File: src/rtl/ahb2apb_ctrl.sv
// AHB-to-APB bridge controller: single-transfer AHB slave driving up to four APB slaves.
// Moore FSM; every bus-facing output is registered alongside the state.

module ahb2apb_ctrl (
    input  logic        Hclk,
    input  logic        Hrst,
    input  logic        Hsel,
    input  logic [31:0] Haddr,
    input  logic [1:0]  Htrans,
    input  logic        Hwrite,
    input  logic [31:0] Hwdata,
    input  logic        Hready_in,
    output logic        Hready_out,
    output logic [1:0]  Hresp,
    output logic [31:0] Hrdata,
    output logic [31:0] Paddr,
    output logic        Pwrite,
    output logic [31:0] Pwdata,
    output logic [3:0]  Psel,
    output logic        Penable,
    input  logic [31:0] Prdata_m,
    input  logic        Pready
);

    typedef enum logic [2:0] {
        StIdle,
        StWlatch,
        StSetup,
        StAccess,
        StErr1,
        StErr2
    } state_e;

    state_e state_q;
    logic   accept;
    logic   decode_err;
    logic   unused_htrans;

    // ERR2 already drives Hready_out=1, so it may take a new transfer just like IDLE.
    assign accept        = ((state_q == StIdle) || (state_q == StErr2)) &&
                           Hsel && Htrans[1] && Hready_in;
    assign decode_err    = Haddr[11:8] > 4'd3;
    assign unused_htrans = Htrans[0];

    function automatic logic [3:0] sel_onehot(input logic [1:0] idx);
        return 4'b0001 << idx;
    endfunction

    always_ff @(posedge Hclk) begin
        if (Hrst) begin
            state_q    <= StIdle;
            Hready_out <= 1'b1;
            Hresp      <= 2'b00;
            Hrdata     <= '0;
            Paddr      <= '0;
            Pwrite     <= 1'b0;
            Pwdata     <= '0;
            Psel       <= '0;
            Penable    <= 1'b0;
        end else begin
            case (state_q)
                StIdle, StErr2: begin
                    state_q    <= StIdle;
                    Hready_out <= 1'b1;
                    Hresp      <= 2'b00;
                    if (accept) begin
                        Paddr      <= Haddr;
                        Pwrite     <= Hwrite;
                        Hready_out <= 1'b0;
                        if (decode_err) begin
                            state_q <= StErr1;
                            Hresp   <= 2'b01;
                        end else if (Hwrite) begin
                            state_q <= StWlatch;
                        end else begin
                            state_q <= StSetup;
                            Psel    <= sel_onehot(Haddr[9:8]);
                        end
                    end
                end
                StWlatch: begin
                    // Write data is only valid in the AHB data phase, one cycle after address.
                    Pwdata  <= Hwdata;
                    Psel    <= sel_onehot(Paddr[9:8]);
                    state_q <= StSetup;
                end
                StSetup: begin
                    Penable <= 1'b1;
                    state_q <= StAccess;
                end
                StAccess: begin
                    if (Pready) begin
                        state_q    <= StIdle;
                        Psel       <= '0;
                        Penable    <= 1'b0;
                        Hready_out <= 1'b1;
                        if (!Pwrite) begin
                            Hrdata <= Prdata_m;
                        end
                    end
                end
                StErr1: begin
                    // Two-cycle ERROR response: Hresp held, Hready_out raised in ERR2.
                    Hready_out <= 1'b1;
                    state_q    <= StErr2;
                end
                default: begin
                    state_q    <= StIdle;
                    Hready_out <= 1'b1;
                    Hresp      <= 2'b00;
                    Psel       <= '0;
                    Penable    <= 1'b0;
                end
            endcase
        end
    end

endmodule

File: config.mk
export PLATFORM = sky130hd
export DESIGN_NAME = ahb2apb_ctrl
export DESIGN_NICKNAME = d
export VERILOG_FILES = /design/src/rtl/ahb2apb_ctrl.sv
export SDC_FILE = /design/constraint.sdc
export NUM_CORES = 1
export LEC_CHECK = 0
export CAP_MARGIN = 15
export CORE_MARGIN = 5
export CORE_UTILIZATION = 35
export DETAILED_ROUTE_END_ITERATION = 10
export GPL_TIMING_DRIVEN = 0
export PLACE_DENSITY = 0.72
export SETUP_SLACK_MARGIN = 0.15
export SLEW_MARGIN = 20
export SYNTH_ARGS = -nofsm -noshare
export SYNTH_HDL_FRONTEND = slang
export SYNTH_SLANG_ARGS = --single-unit
File: constraint.sdc
create_clock -name Hclk -period 1.4 [get_ports Hclk]
set_clock_uncertainty 0.05 [all_clocks]
set_input_delay 0.35 -clock Hclk [delete_from_list [all_inputs] [get_ports Hclk]]
set_output_delay 0.35 -clock Hclk [all_outputs]
set_load 0.02 [all_outputs]
# Yosys cells after proc, flatten, opt, wreduce, memory -nomap -nowiden
# Index checks and enable logic that the tools add are counted.
[totals]
wordCells = 58
output_inout_bits = 105
reg_bits = 108
[op_classes]
magnitude_cmp = 1
n_shift = 2
n_mux = 18
reduce_logical = 15
bitwise_logic = 4
n_eq_ne = 9
[ops]
columns = ["op", "count"]
rows = [
  ["two-way mux 4 bit", 4],
  ["case mux 4 bit (4 select lines)", 1],
  ["case mux 3 bit (5 select lines)", 1],
  ["two-way mux 3 bit", 3],
  ["!= test 2 bit, second input constant", 4],
  ["OR reduction 4 bit", 2],
  ["<< shifter 1 x 2 -> 4 bit, first input constant", 2],
  ["== test 3 x 2 -> 1 bit, second input constant", 2],
  ["== test 3 bit, second input constant", 2],
  ["case mux 1 bit (3 select lines)", 2],
  ["AND reduction 2 bit", 3],
  ["OR reduction 2 bit", 3],
  ["two-way mux 1 bit", 5],
  ["AND reduction 5 bit", 1],
  ["greater-than comparator 4 x 2 -> 1 bit, second input constant", 1],
  ["inverter 1 bit", 4],
  ["case mux 2 bit (2 select lines)", 1],
  ["== test 3 x 1 -> 1 bit, second input constant", 1],
  ["logical AND 1 bit", 3],
  ["logical NOT 3 bit", 1],
  ["AND reduction 3 bit", 1],
  ["two-way mux 2 bit", 1],
  ["logical OR 1 bit", 1],
]

# Logic depth before layout (Yosys ltp)
[depth]
word_depth = 7
ltp_mapped = 7
mapped_depth_nobuf = 4

# Least setup slack after synthesis
# No wires, ideal clock.
[synth_timing]
path_kind = "register to register"
start = "register state_q[2]"
end = "register Pwrite"
setup_time_ps = 132
n_path_buf = 3
path_stages_with_launch = 8
t_arrival_ps = 1339
synth_period_minus_slack_ps = 1522
slack_ps = -122
path_cell_list = "dfxtp_1 > buf_6 > xor2_4 > or3_1 > buf_6 > buf_6 > nand2_1 > a21oi_1"
[synth_between]
elab_chain_len = 6
word_cells_on_any_way = 8
[synth_rtl]
columns = ["item", "line_no", "text"]
rows = [
  ["start, declared", "34", "state_e state_q;"],
  ["start signal, assigned", "51", "state_q <= StIdle;"],
  ["start signal, assigned", "63", "state_q <= StIdle;"],
  ["start signal, assigned", "71", "state_q <= StErr1;"],
  ["== test 3 bit / logical NOT 3 bit (equally long branches)", "40, 61", ""],
  ["logical OR 1 bit", "40", "assign accept = ((state_q == StIdle) || (state_q == StErr2)) &&"],
  ["logical AND 1 bit", "40", ""],
  ["logical AND 1 bit (2 in series)", "41", "Hsel && Htrans[1] && Hready_in;"],
  ["AND reduction 2 bit (no source line) *", "n/a", ""],
  ["end signal, assigned", "68", "Pwrite <= Hwrite;"],
  ["end, declared", "17", "output logic Pwrite,"],
]
# Mark *: on every way between the ends. The rest lies on a longest branch, timed or not.
# A chain may end at the register's enable or synchronous reset.

# Worst setup path in the final report
[layout_timing]
start = "input port Hsel"
end = "register Paddr[26]"
[layout_between]
elab_chain_len = 4
[layout_rtl]
columns = ["item", "line_no", "text"]
rows = [
  ["start, declared", "7", "input logic Hsel,"],
  ["logical AND 1 bit", "40", ""],
  ["logical AND 1 bit (2 in series)", "41", ""],
  ["AND reduction 2 bit (no source line)", "n/a", ""],
  ["end signal, assigned", "67", "Paddr <= Haddr;"],
  ["end, declared", "16", "output logic [31:0] Paddr,"],
]
# Every way passes these cells.

==> impl_metrics.py <==
metrics = {
    "setup_path": {
        "worstPathRequired_ps": 1560,
        "worst-endpoint-arrival_ps": 1780,
        "max_stage_delay_ps": 510,
        "crit_path_launch_type": "input port",
        "cell_chain_of_the_critical_path": "clkdlybuf4s50_1 > nand3_2 > or3_4 > buf_8 > buf_6 > nand2_1 > a21oi_1",
        "critPathMaxFanout": 10,
        "regToRegStartpoint": "state_q[2]",
        "crit_path_top_delay_cell": "clkdlybuf4s50_1",
        "worst_setup_path_startpoint": "Hsel",
        "worstSetupPathType": "input port to flop",
        "cp-end-kind": "flop",
    },
    "drt": {
        "wl_met3_mm": 1.21,
        "met2RoutedLength_mm": 6.54,
        "top_signal_layer_used": "met4",
        "post-route-drc-count": 0,
        "drt-initial-drc-count": 161,
        "drt-met1-wl_mm": 5.28,
        "detail-route-antenna-nets": 0,
        "via_per_inst": 4.69,
        "via_count": 4097,
        "detail_route.wirelength_mm": 13.2,
        "drt_pass1_iterations": 4,
        "post_drt_wl_per_cell_um": 15.2,
    },
    "floorplanning": {
        "io-pin-count": 209,
        "effective_utilization_at_floorplan": 0.360,
        "die_height_um": 116,
        "design.die.area_sq_mm": 0.0135,
        "chipWidth_um": 116,
        "std_cell_rows": 38,
        "design.core.area_sq_mm": 0.0110,
    },
    "job": {
        "drv_cap": 0,
    },
    "cells_and_area": {
        "post_layout_nonfiller_instances": 873,
        "final_layout_size_suffix_gt1_frac": 0.283,
        "n_fill_cell": 1015,
        "post-route-util": 0.608,
        "layout.cell_area.non_filler_sq_mm": 0.00668,
        "p_r_area_growth_vs_syn_pct": 68.7,
        "final_nets": 830,
    },
    "global_routing": {
        "grt_overflow": 0,
        "first_global_vias": 4097,
        "grt_pass1_wl_mm": 20.0,
        "gr-usage-all-layers": 0.186,
        "grt_start_max_net_pins": 17,
        "antenna_found_initial": 1,
    },
    "clock_tree": {
        "cts_max_path_buffers": 2,
        "number_of_buffers_created_by_cts": 9,
        "tritoncts": "done",
        "cts.htree.levels": 3,
        "clock_latency_ps": 340,
        "clock-sinks": 107,
        "cts_root_buf": "clkbuf_16",
        "path_clk_slew_ps": 70,
    },
    "timing": {
        "max-slew-margin-rel": 0.623,
        "timing.fmax_mhz": 619,
        "rsz0062_at_grt": "true",
        "final-hold-violation-count": 0,
        "final_min_period_over_clock_period": 1.15,
        "final_setup_tns_ps": -11320,
        "fin_ws_ps": -216,
        "setup_viol": 81,
        "maxSlewViolCount": 0,
        "finalHoldWorstSlack_ps": 400,
        "worst-slew-pin-transition_ps": 566,
        "timing.final.crit_period_ps": 1620,
    },
    "min_path": {
        "timing.hold.worst.start": "Paddr[6]",
        "min-delay-path-class": "flop to flop",
    },
    "yosys": {
        "synth_fp_nets": 598,
        "synthesis.area_sq_mm": 0.00396,
        "postSynth.topFlopCell": "dfxtp_1",
        "synth-seq-cells": 107,
        "async_reset_ff_frac": 0,
        "synth-edff-count": 0,
        "synth_seq_area_share": 0.541,
        "postSynthCellCount": 494,
        "synth.distinct_cells": 27,
        "synth.avg_cell_area_sq_um": 8.01,
        "ys.warnings.count": 0,
    },
    "run_status": {
        "status": "complete, but fails checks",
        "violations": "negative setup slack",
    },
    "place": {
        "detailedPlace.worstSlack_ps": -676,
        "detailed_place_hpwl_mm": 9.89,
        "placed_cells": 839,
        "placed_area_sq_mm": 0.00621,
        "i_o_buffers": 205,
        "gpl.final_weighted_congestion": 0.830,
    },
    "power": {
        "p_total_mw": 7.22,
        "pleak_nw": 2.66,
        "power_per_cell_area_mw_per_mm2": 1080,
        "largest_vdd_supply_drop_v": 0.000562,
    },
}
logic make-up after synthesis:
kind of cell	synth area share
XOR/XNOR	0.00695
other	0.000947
multiplexers	0.0126
AO/OA/AOI/OAI	0.146
flip-flops	0.541
AND/OR/NAND/NOR	0.233
buffers and inverters	0.0591
flip-flops by register name, summed over array words and instances, names as in the netlist:
register / count
Hrdata: 32
Hready_out: 1
Hresp: 1
Paddr: 32
Penable: 1
Psel: 4
Pwdata: 32
Pwrite: 1
state_q: 3
cells in the mapped netlist, types with 3 or more instances:
cell type	n	area (sq um)
nand2b_1	5	31.3
inv_1	5	18.8
mux2i_1	5	50.1
dfxtp_1	107	2140
nand3_1	6	30.0
buf_2	10	50.1
clkbuf_1	16	60.1
nand2_1	198	743
a21oi_1	103	515
nor3_1	3	15.0
nor2_1	8	30.0
buf_6	8	90.1
o22ai_1	3	18.8
cell type report:
type                       count  area, sq um  area share
antenna                        2         5.00    0.000749
buffer                        36          318      0.0476
clock buffer                  12          246      0.0369
clock inverter                 4         97.6      0.0146
inverter                       5         18.8     0.00281
multi-input combinational    346         1690       0.252
sequential                   107         2170       0.325
tap                          140          175      0.0262
timing repair buffer         221         1960       0.294
worst max-delay path: cells and delay by family:
| family | cells | cell delay (ps) |
|---|---|---|
| compound gates | 1 | 60 |
| buf+inv | 3 | 800 |
| simple gates | 3 | 560 |
metal layers:
metal | vias up | track usage
li1 | 2062 | -
met1 | 1870 | 0.211
met2 | 147 | 0.326
met3 | 18 | 0.0689
met4 | 0 | 0.0565
met5 | - | 0
report_power, final:
part | switching, mW | total (mW) | leakage, nW | internal (mW)
logic | 0.527 | 1.13 | 1.63 | 0.600
clock network | 1.10 | 2.90 | 0.163 | 1.80
registers | 0.0569 | 3.20 | 0.874 | 3.14
total | 1.68 | 7.22 | 2.66 | 5.54
final timing paths:
path,to,slack (ps),depth (start not counted)
min,Paddr[6],400,2
min reg2reg,Paddr[6],400,2
max,Paddr[26],-220,7
max reg2reg,Paddr[26],-180,7
cells in the final DEF (no fill, tap or decap), types with 2 or more instances in the layout:
cell             Yosys  final
nor2_1               8      6
clkbuf_2             0      8
mux2i_1              5      5
buf_8                0      3
nor3_2               1      2
a21oi_2              0      4
diode_2              0      2
a21oi_1            103     99
nand2_1            198    192
inv_1                5      5
dlygate4sd2_1        0      5
nor3_4               1      2
nand3_2              0      3
bufinv_16            0      3
clkdlybuf4s50_1      0     95
nand2b_1             5      4
nand3_1              6      2
clkbuf_16            0     10
buf_2               10     22
dfxtp_2              0     12
buf_4                2     84
clkbuf_1            16      5
clkbuf_8             0      4
dfxtp_4              0      3
dfxtp_1            107     92
o22ai_1              3      2
buf_6                8     29
nand2_2              0      5
buf_12               0      2
what timing repair did:
item                                    4_1_cts  5_1_grt
pin swaps                                     5        6
gates resized for setup                     510       82
hold buffers                                  0        0
buffers inserted                              6        6
gates cloned                                  1        3
endpoints found under the setup margin      208      206
No activity file was read; power rests on OpenSTA's default activity.
